$ cat src/rtl/digit_display_pkg.sv
// Shared constants for the seven-segment digit display: segment bit positions
// and active-high lit patterns for every 4-bit input value.
package digit_display_pkg;

    localparam int unsigned NUM_W = 4;
    localparam int unsigned SEG_W = 8;

    localparam int unsigned SEG_A  = 0;
    localparam int unsigned SEG_B  = 1;
    localparam int unsigned SEG_C  = 2;
    localparam int unsigned SEG_D  = 3;
    localparam int unsigned SEG_E  = 4;
    localparam int unsigned SEG_F  = 5;
    localparam int unsigned SEG_G  = 6;
    localparam int unsigned SEG_DP = 7;

    // Active-high lit patterns, bit order dp,g,f,e,d,c,b,a
    localparam logic [SEG_W-1:0] PAT_0 = 8'h3F;
    localparam logic [SEG_W-1:0] PAT_1 = 8'h06;
    localparam logic [SEG_W-1:0] PAT_2 = 8'h5B;
    localparam logic [SEG_W-1:0] PAT_3 = 8'h4F;
    localparam logic [SEG_W-1:0] PAT_4 = 8'h66;
    localparam logic [SEG_W-1:0] PAT_5 = 8'h6D;
    localparam logic [SEG_W-1:0] PAT_6 = 8'h7D;
    localparam logic [SEG_W-1:0] PAT_7 = 8'h07;
    localparam logic [SEG_W-1:0] PAT_8 = 8'h7F;
    localparam logic [SEG_W-1:0] PAT_9 = 8'h6F;
    localparam logic [SEG_W-1:0] PAT_A = 8'h77;
    localparam logic [SEG_W-1:0] PAT_B = 8'h7C;
    localparam logic [SEG_W-1:0] PAT_C = 8'h39;
    localparam logic [SEG_W-1:0] PAT_D = 8'h5E;
    localparam logic [SEG_W-1:0] PAT_E = 8'h79;
    localparam logic [SEG_W-1:0] PAT_F = 8'h71;

    localparam logic [SEG_W-1:0] BLANK = 8'h00;

endpackage

$ cat src/rtl/seg_decoder.sv
// Combinational 4-bit value to active-high seven-segment pattern; values 10-15
// show hex letters or blank depending on HEX_MODE.
module seg_decoder
    import digit_display_pkg::*;
#(
    parameter bit HEX_MODE = 1'b0
) (
    input  logic [NUM_W-1:0] number,
    output logic [SEG_W-1:0] pattern_c
);

    always_comb begin
        pattern_c = BLANK;
        case (number)
            4'd0:  pattern_c = PAT_0;
            4'd1:  pattern_c = PAT_1;
            4'd2:  pattern_c = PAT_2;
            4'd3:  pattern_c = PAT_3;
            4'd4:  pattern_c = PAT_4;
            4'd5:  pattern_c = PAT_5;
            4'd6:  pattern_c = PAT_6;
            4'd7:  pattern_c = PAT_7;
            4'd8:  pattern_c = PAT_8;
            4'd9:  pattern_c = PAT_9;
            4'd10: pattern_c = HEX_MODE ? PAT_A : BLANK;
            4'd11: pattern_c = HEX_MODE ? PAT_B : BLANK;
            4'd12: pattern_c = HEX_MODE ? PAT_C : BLANK;
            4'd13: pattern_c = HEX_MODE ? PAT_D : BLANK;
            4'd14: pattern_c = HEX_MODE ? PAT_E : BLANK;
            4'd15: pattern_c = HEX_MODE ? PAT_F : BLANK;
            default: pattern_c = BLANK;
        endcase
        // Decimal point is never used by the countdown digits
        pattern_c[SEG_DP] = 1'b0;
    end

endmodule

$ cat src/rtl/digit_display.sv
// Registered seven-segment driver for one display digit: decode, apply board
// polarity, and hold the result in an asynchronously reset output register.
module digit_display
    import digit_display_pkg::*;
#(
    parameter bit ACTIVE_LOW = 1'b1,
    parameter bit HEX_MODE   = 1'b0
) (
    input  logic             clk,
    input  logic             reset,
    input  logic [NUM_W-1:0] number,
    output logic [SEG_W-1:0] seven_segment
);

    localparam logic [SEG_W-1:0] BLANK_DRIVE = ACTIVE_LOW ? ~BLANK : BLANK;

    logic [SEG_W-1:0] lit_c;
    logic [SEG_W-1:0] drive_c;

    seg_decoder #(
        .HEX_MODE (HEX_MODE)
    ) u_seg_decoder (
        .number    (number),
        .pattern_c (lit_c)
    );

    // Whole byte, dp included, is inverted for common-anode boards
    assign drive_c = ACTIVE_LOW ? ~lit_c : lit_c;

    always_ff @(posedge clk or posedge reset) begin
        if (reset) begin
            seven_segment <= BLANK_DRIVE;
        end else begin
            seven_segment <= drive_c;
        end
    end

endmodule

$ cat config.mk
export PLATFORM = sky130hd
export DESIGN_NAME = digit_display
export DESIGN_NICKNAME = d
export VERILOG_FILES = /design/src/rtl/digit_display_pkg.sv /design/src/rtl/seg_decoder.sv /design/src/rtl/digit_display.sv
export SDC_FILE = /design/constraint.sdc
export NUM_CORES = 1
export LEC_CHECK = 0
export CELL_PAD_IN_SITES_DETAIL_PLACEMENT = 1
export CELL_PAD_IN_SITES_GLOBAL_PLACEMENT = 1
export CORE_AREA = 8 8 45 47
export CTS_BUF_LIST = sky130_fd_sc_hd__clkbuf_4 sky130_fd_sc_hd__clkbuf_8
export DETAILED_ROUTE_END_ITERATION = 10
export DIE_AREA = 0 0 53 55
export DONT_BUFFER_PORTS = 1
export GPL_TIMING_DRIVEN = 0
export PLACE_DENSITY_LB_ADDON = 0.1
export SYNTH_ARGS = -nofsm -noshare
export SYNTH_HDL_FRONTEND = slang
export SYNTH_SLANG_ARGS = --single-unit
$ cat constraint.sdc
create_clock -name clk -period 0.95 [get_ports clk]
set_input_delay 0.2375 -clock clk [delete_from_list [all_inputs] [get_ports clk]]
set_output_delay 0.2375 -clock clk [all_outputs]
set_load 0.05 [all_outputs]
# ---- Word-level counts from Yosys, hierarchy flattened
# Memory sizes are Yosys's and may differ from the RTL's.
# Cells that the tools add are included.
# W data, S select, Z words.
dict set report word_totals {
  register_bits 8
  rom_bits 112
  in_bits 6
  output_inout_bits 8
  elab_cells 3
  n_memories 1
}
# name words word_bits rd rd_ports_with_merged_regs wr line
set memory_table {}
lappend memory_table {{(name not given)} 16 7 1 0 0 seg_decoder.sv:14} ;# case (number)
dict set report op_classes {
  bitwise_logic 1
}
# op count
set op_table {}
lappend op_table {{$not A7 Y8} 1}

# ---- Logic depth before layout (Yosys ltp)
# An unclocked memory read counts as a cell.
dict set report depth {
  word_depth 2
  ltp_mapped 5
  mapped_depth_nobuf 5
}

# ---- Hierarchy
# Synthesis repeated with hierarchy kept, for this count alone.
dict set report hier_totals {
  hier_cells 45
  area_unflattened_um2 456.7
}
# mod n_inst cells_per_inst area_each_um2 seq_area_each_um2
set by_module_without_submodules {}
lappend by_module_without_submodules {digit_display 1 17 244.0 210.2}
lappend by_module_without_submodules {seg_decoder 1 28 212.7 0.0}

# ---- Worst setup path before layout
# OpenSTA, ideal clock, no wires.
dict set report synth_timing {
  path_kind {in2reg}
  start {input number[1]}
  end {register seven_segment[0]}
  setup_time_ns 0.078
  t_arrival_ns 0.865
  t_required_ns 0.872
  setup_slack_ns 0.008
  cell_stages 5
  path_buffers 0
  path_cell_list {inv_1 -> ha_1 -> or2_1 -> a21oi_2 -> nor2_1}
}
dict set report synth_between {
  elab_chain_cells 2
}
# element line
set synth_lines {}
lappend synth_lines {{start, declared} digit_display.sv:11} ;# input logic [NUM_W-1:0] number,
lappend synth_lines {{$mem_v2 Z16 W7} --}
lappend synth_lines {{$not A7 Y8} digit_display.sv:28} ;# assign drive_c = ACTIVE_LOW ? ~lit_c : lit_c;
lappend synth_lines {{via drive_c[0]} digit_display.sv:18} ;# logic [SEG_W-1:0] drive_c;
lappend synth_lines {{end signal, assigned} digit_display.sv:34} ;# seven_segment <= drive_c;
lappend synth_lines {{end, declared} digit_display.sv:12} ;# output logic [SEG_W-1:0] seven_segment
# The timed path passes the listed nets, and every way through them passes these cells.

# ---- Worst setup path in the final report
dict set report layout_timing {
  start {register seven_segment[6]}
  end {output seven_segment[6]}
}
# No word-level cell between the ends.

==> metrics.log <==
[metrics] final routed DRC violation total: 0
[metrics] fraction of final layout cells sized beyond drive strength 1: between 30% and 40%
[metrics] maximum number of pins on one net before global-route repair: 10
[metrics] YS warnings: 0
[metrics] max-cap viol count: 0
[metrics] RSZ-0062 raised after global routing: yes
[metrics] clock tree from TritonCTS: done
[metrics] post-synthesis instance area: 389 um2
[metrics] period utilisation layout: 122%
[metrics] commonest non-fill, non-tap cells in the layout: dfstp_2 (7), inv_1 (6), ha_1 (5)
[metrics] area enclosed by the die boundary: about 0.0029 mm2
[metrics] count of state elements after synthesis: 7
[metrics] library cells used by synthesis: 15
[metrics] number of port buffers: 0
[metrics] wire length of the first global-routing pass: around 1.3 mm
[metrics] CTS buffer count: 3
[metrics] hold-fix buffers at CTS: 0
[metrics] Worst VDD drop: 0.262 mV
[metrics] number of vias after detailed routing: 266
[metrics] clk slew on worst S/H paths: approximately 0.050 ns
[metrics] fillers: around 170
[metrics] number of nets with antenna violations after detailed routing: 0
[metrics] Layout Cell Area excl Fill: 439 um2
[metrics] category of the worst setup path launch point: flop
[metrics] worst min path class: input pin to asynchronous set/reset pin
[metrics] Most flops, register: seven_segment
[metrics] deepest level of the CTS H-tree: 1
[metrics] number of clock sinks seen by CTS: 7
[metrics] post-route setup slack: -0.206 ns
[metrics] Data required, critical path: between 0.7 and 0.8 ns
[metrics] gr ovfl total: 0
[metrics] pins over their slew limit: 0
[metrics] first-pass iteration count of the detailed router: 1
[metrics] post-route minimum period: between 1 and 1.5 ns
[metrics] overall routing resource usage: roughly 5.8%
[metrics] Via-to-Cell Ratio: around 4.6
[metrics] final hold violation count: 0
[metrics] worst-path maximum fanout: 1
[metrics] Max Buffers Root-to-Sink: 2
[metrics] mean post-synth cell area: approximately 10 um2
[metrics] share of synthesized area occupied by flip-flops and latches: a little under half
[metrics] start-to-end type of the worst setup path: flop to output port
[metrics] minimum hold slack: approximately 0.038 ns
[metrics] floorplan core area: between 0.001 and 0.0015 mm2
[metrics] Critical Path Source: seven_segment[6]$_DFF_PP1_
[metrics] most common cell after layout, fill and taps aside: dfstp_2
[metrics] total power per unit cell area: around 1900 mW/mm2
[metrics] type of element capturing the critical path: output port
[metrics] root buffer cell: clkbuf_4
[metrics] placed wire-length estimate: between 600 and 700 um
[metrics] number of antenna diodes: 0
[metrics] initial cell density of the core: 28.1%
[metrics] number of instances in the synthesized netlist: 38
[metrics] number of antenna violations at the first check in global routing: 0
[metrics] placement row count: 14
[metrics] data arrival at the endpoint of the critical path: between 0.9 and 1 ns
[metrics] vias in the first global route: roughly 280
[metrics] Multi-input gate area: 164 um2
[metrics] setup violation total in the final timing report: 7
[metrics] total I/O pin count: 14
[metrics] max FFs per register: 7
[metrics] WL/cell: about 13 um
[metrics] placed cell area: 409 um2
[metrics] status: finished, violations left
[metrics] Placer Congestion: around 0.72
[metrics] achievable frequency: between 0.8 and 0.9 GHz
[metrics] failing checks: setup timing
[metrics] Post-Syn Nets: a little under 50
[metrics] horizontal die dimension: about 53 um
[metrics] leakage power summed over all cells: between 0.0002 and 0.00025 uW
[metrics] Area Overhead vs Synth: 12.9%
[metrics] height of the chip: 55 um
[metrics] Final Net Count: 54
[metrics] sum of internal, switching and leakage power: approximately 800 uW
[metrics] sequential cell area: roughly 180 um2
[metrics] violation count after the first detailed-route iteration: 0
[metrics] registers with the highest flip-flop counts: seven_segment x7
[metrics] Detailed Route WL: ~780 um
-- cell usage after synthesis --
library cell / instances / area share (%)
dfstp_2: 7 / 47
inv_1: 6 / 5.8
ha_1: 5 / 16
a21oi_1: 3 / 3.9
nor2_1: 3 / 2.9
o21ai_0: 3 / 3.9
a31oi_1: 2 / 3.2
nand2b_1: 2 / 3.2
a21oi_2: 1 / 2.3
a22oi_1: 1 / 1.9
buf_4: 1 / 1.9
buf_6: 1 / 2.9
conb_1: 1 / 0.96
or2_1: 1 / 1.6
xor2_1: 1 / 2.3
-- stage by stage --
step                      cells  util, %  setup TNS (ns)  setup WS [ns]
after floorplan              38        -               0        0.00753
after global placement       54     29.6          -0.142        -0.0643
after detailed placement     54     29.6          -0.171        -0.0759
after CTS                    58     31.7           -1.48         -0.218
after global routing         58     31.7           -1.56         -0.230
final                        58     31.7           -1.40         -0.206
-- path summary, 6_finish.rpt --
path,end,slack [ns],depth (start not counted)
worst min-delay path,seven_segment[4]$_DFF_PP1_,0.04,1
max in group asynchronous,seven_segment[3]$_DFF_PP1_,0.89,1
worst max-delay path,seven_segment[6],-0.21,0
min in group clk,seven_segment[3]$_DFF_PP1_,0.08,1
-- layer usage --
metal / global-route usage, % / vias up / routed length, um
met1: 6.32 / 124 / 310
met4: 2.59 / 0 / 8
met2: 8.98 / 12 / 352
met3: 3.21 / 2 / 104
li1: - / 128 / -
met5: 0 / - / 0
-- final cells by class --
cell class / instances / share of cell area (%)
tap: 16 / 4.56
inverter: 6 / 5.13
buffer: 2 / 4.27
clock buffer: 4 / 6.84
sequential: 7 / 41.9
multi-input combinational: 23 / 37.3
-- repair_timing --
action / CTS / global route
cloned: 0 / 0
endpoints found under the setup margin: 7 / 7
setup buffers: 0 / 0
resized for setup: 0 / 0
-- kinds of logic after synthesis --
group           Yosys count  share of synthesized area, %
flops                     7                          47.3
simple gates              6                          7.72
buf+inv                   8                          10.6
fa+ha+maj                 5                          16.1
xor+xnor                  1                          2.25
other cells               1                         0.964
compound gates           10                          15.1
-- power breakdown --
part           total, uW  leakage [uW]  internal (uW)  switching, uW
Combinational       86.5      0.000114           32.1           54.3
Clock                274     0.0000184            187           87.0
Sequential           454     0.0000737            349            105
Power figures use the tool's default switching activity.
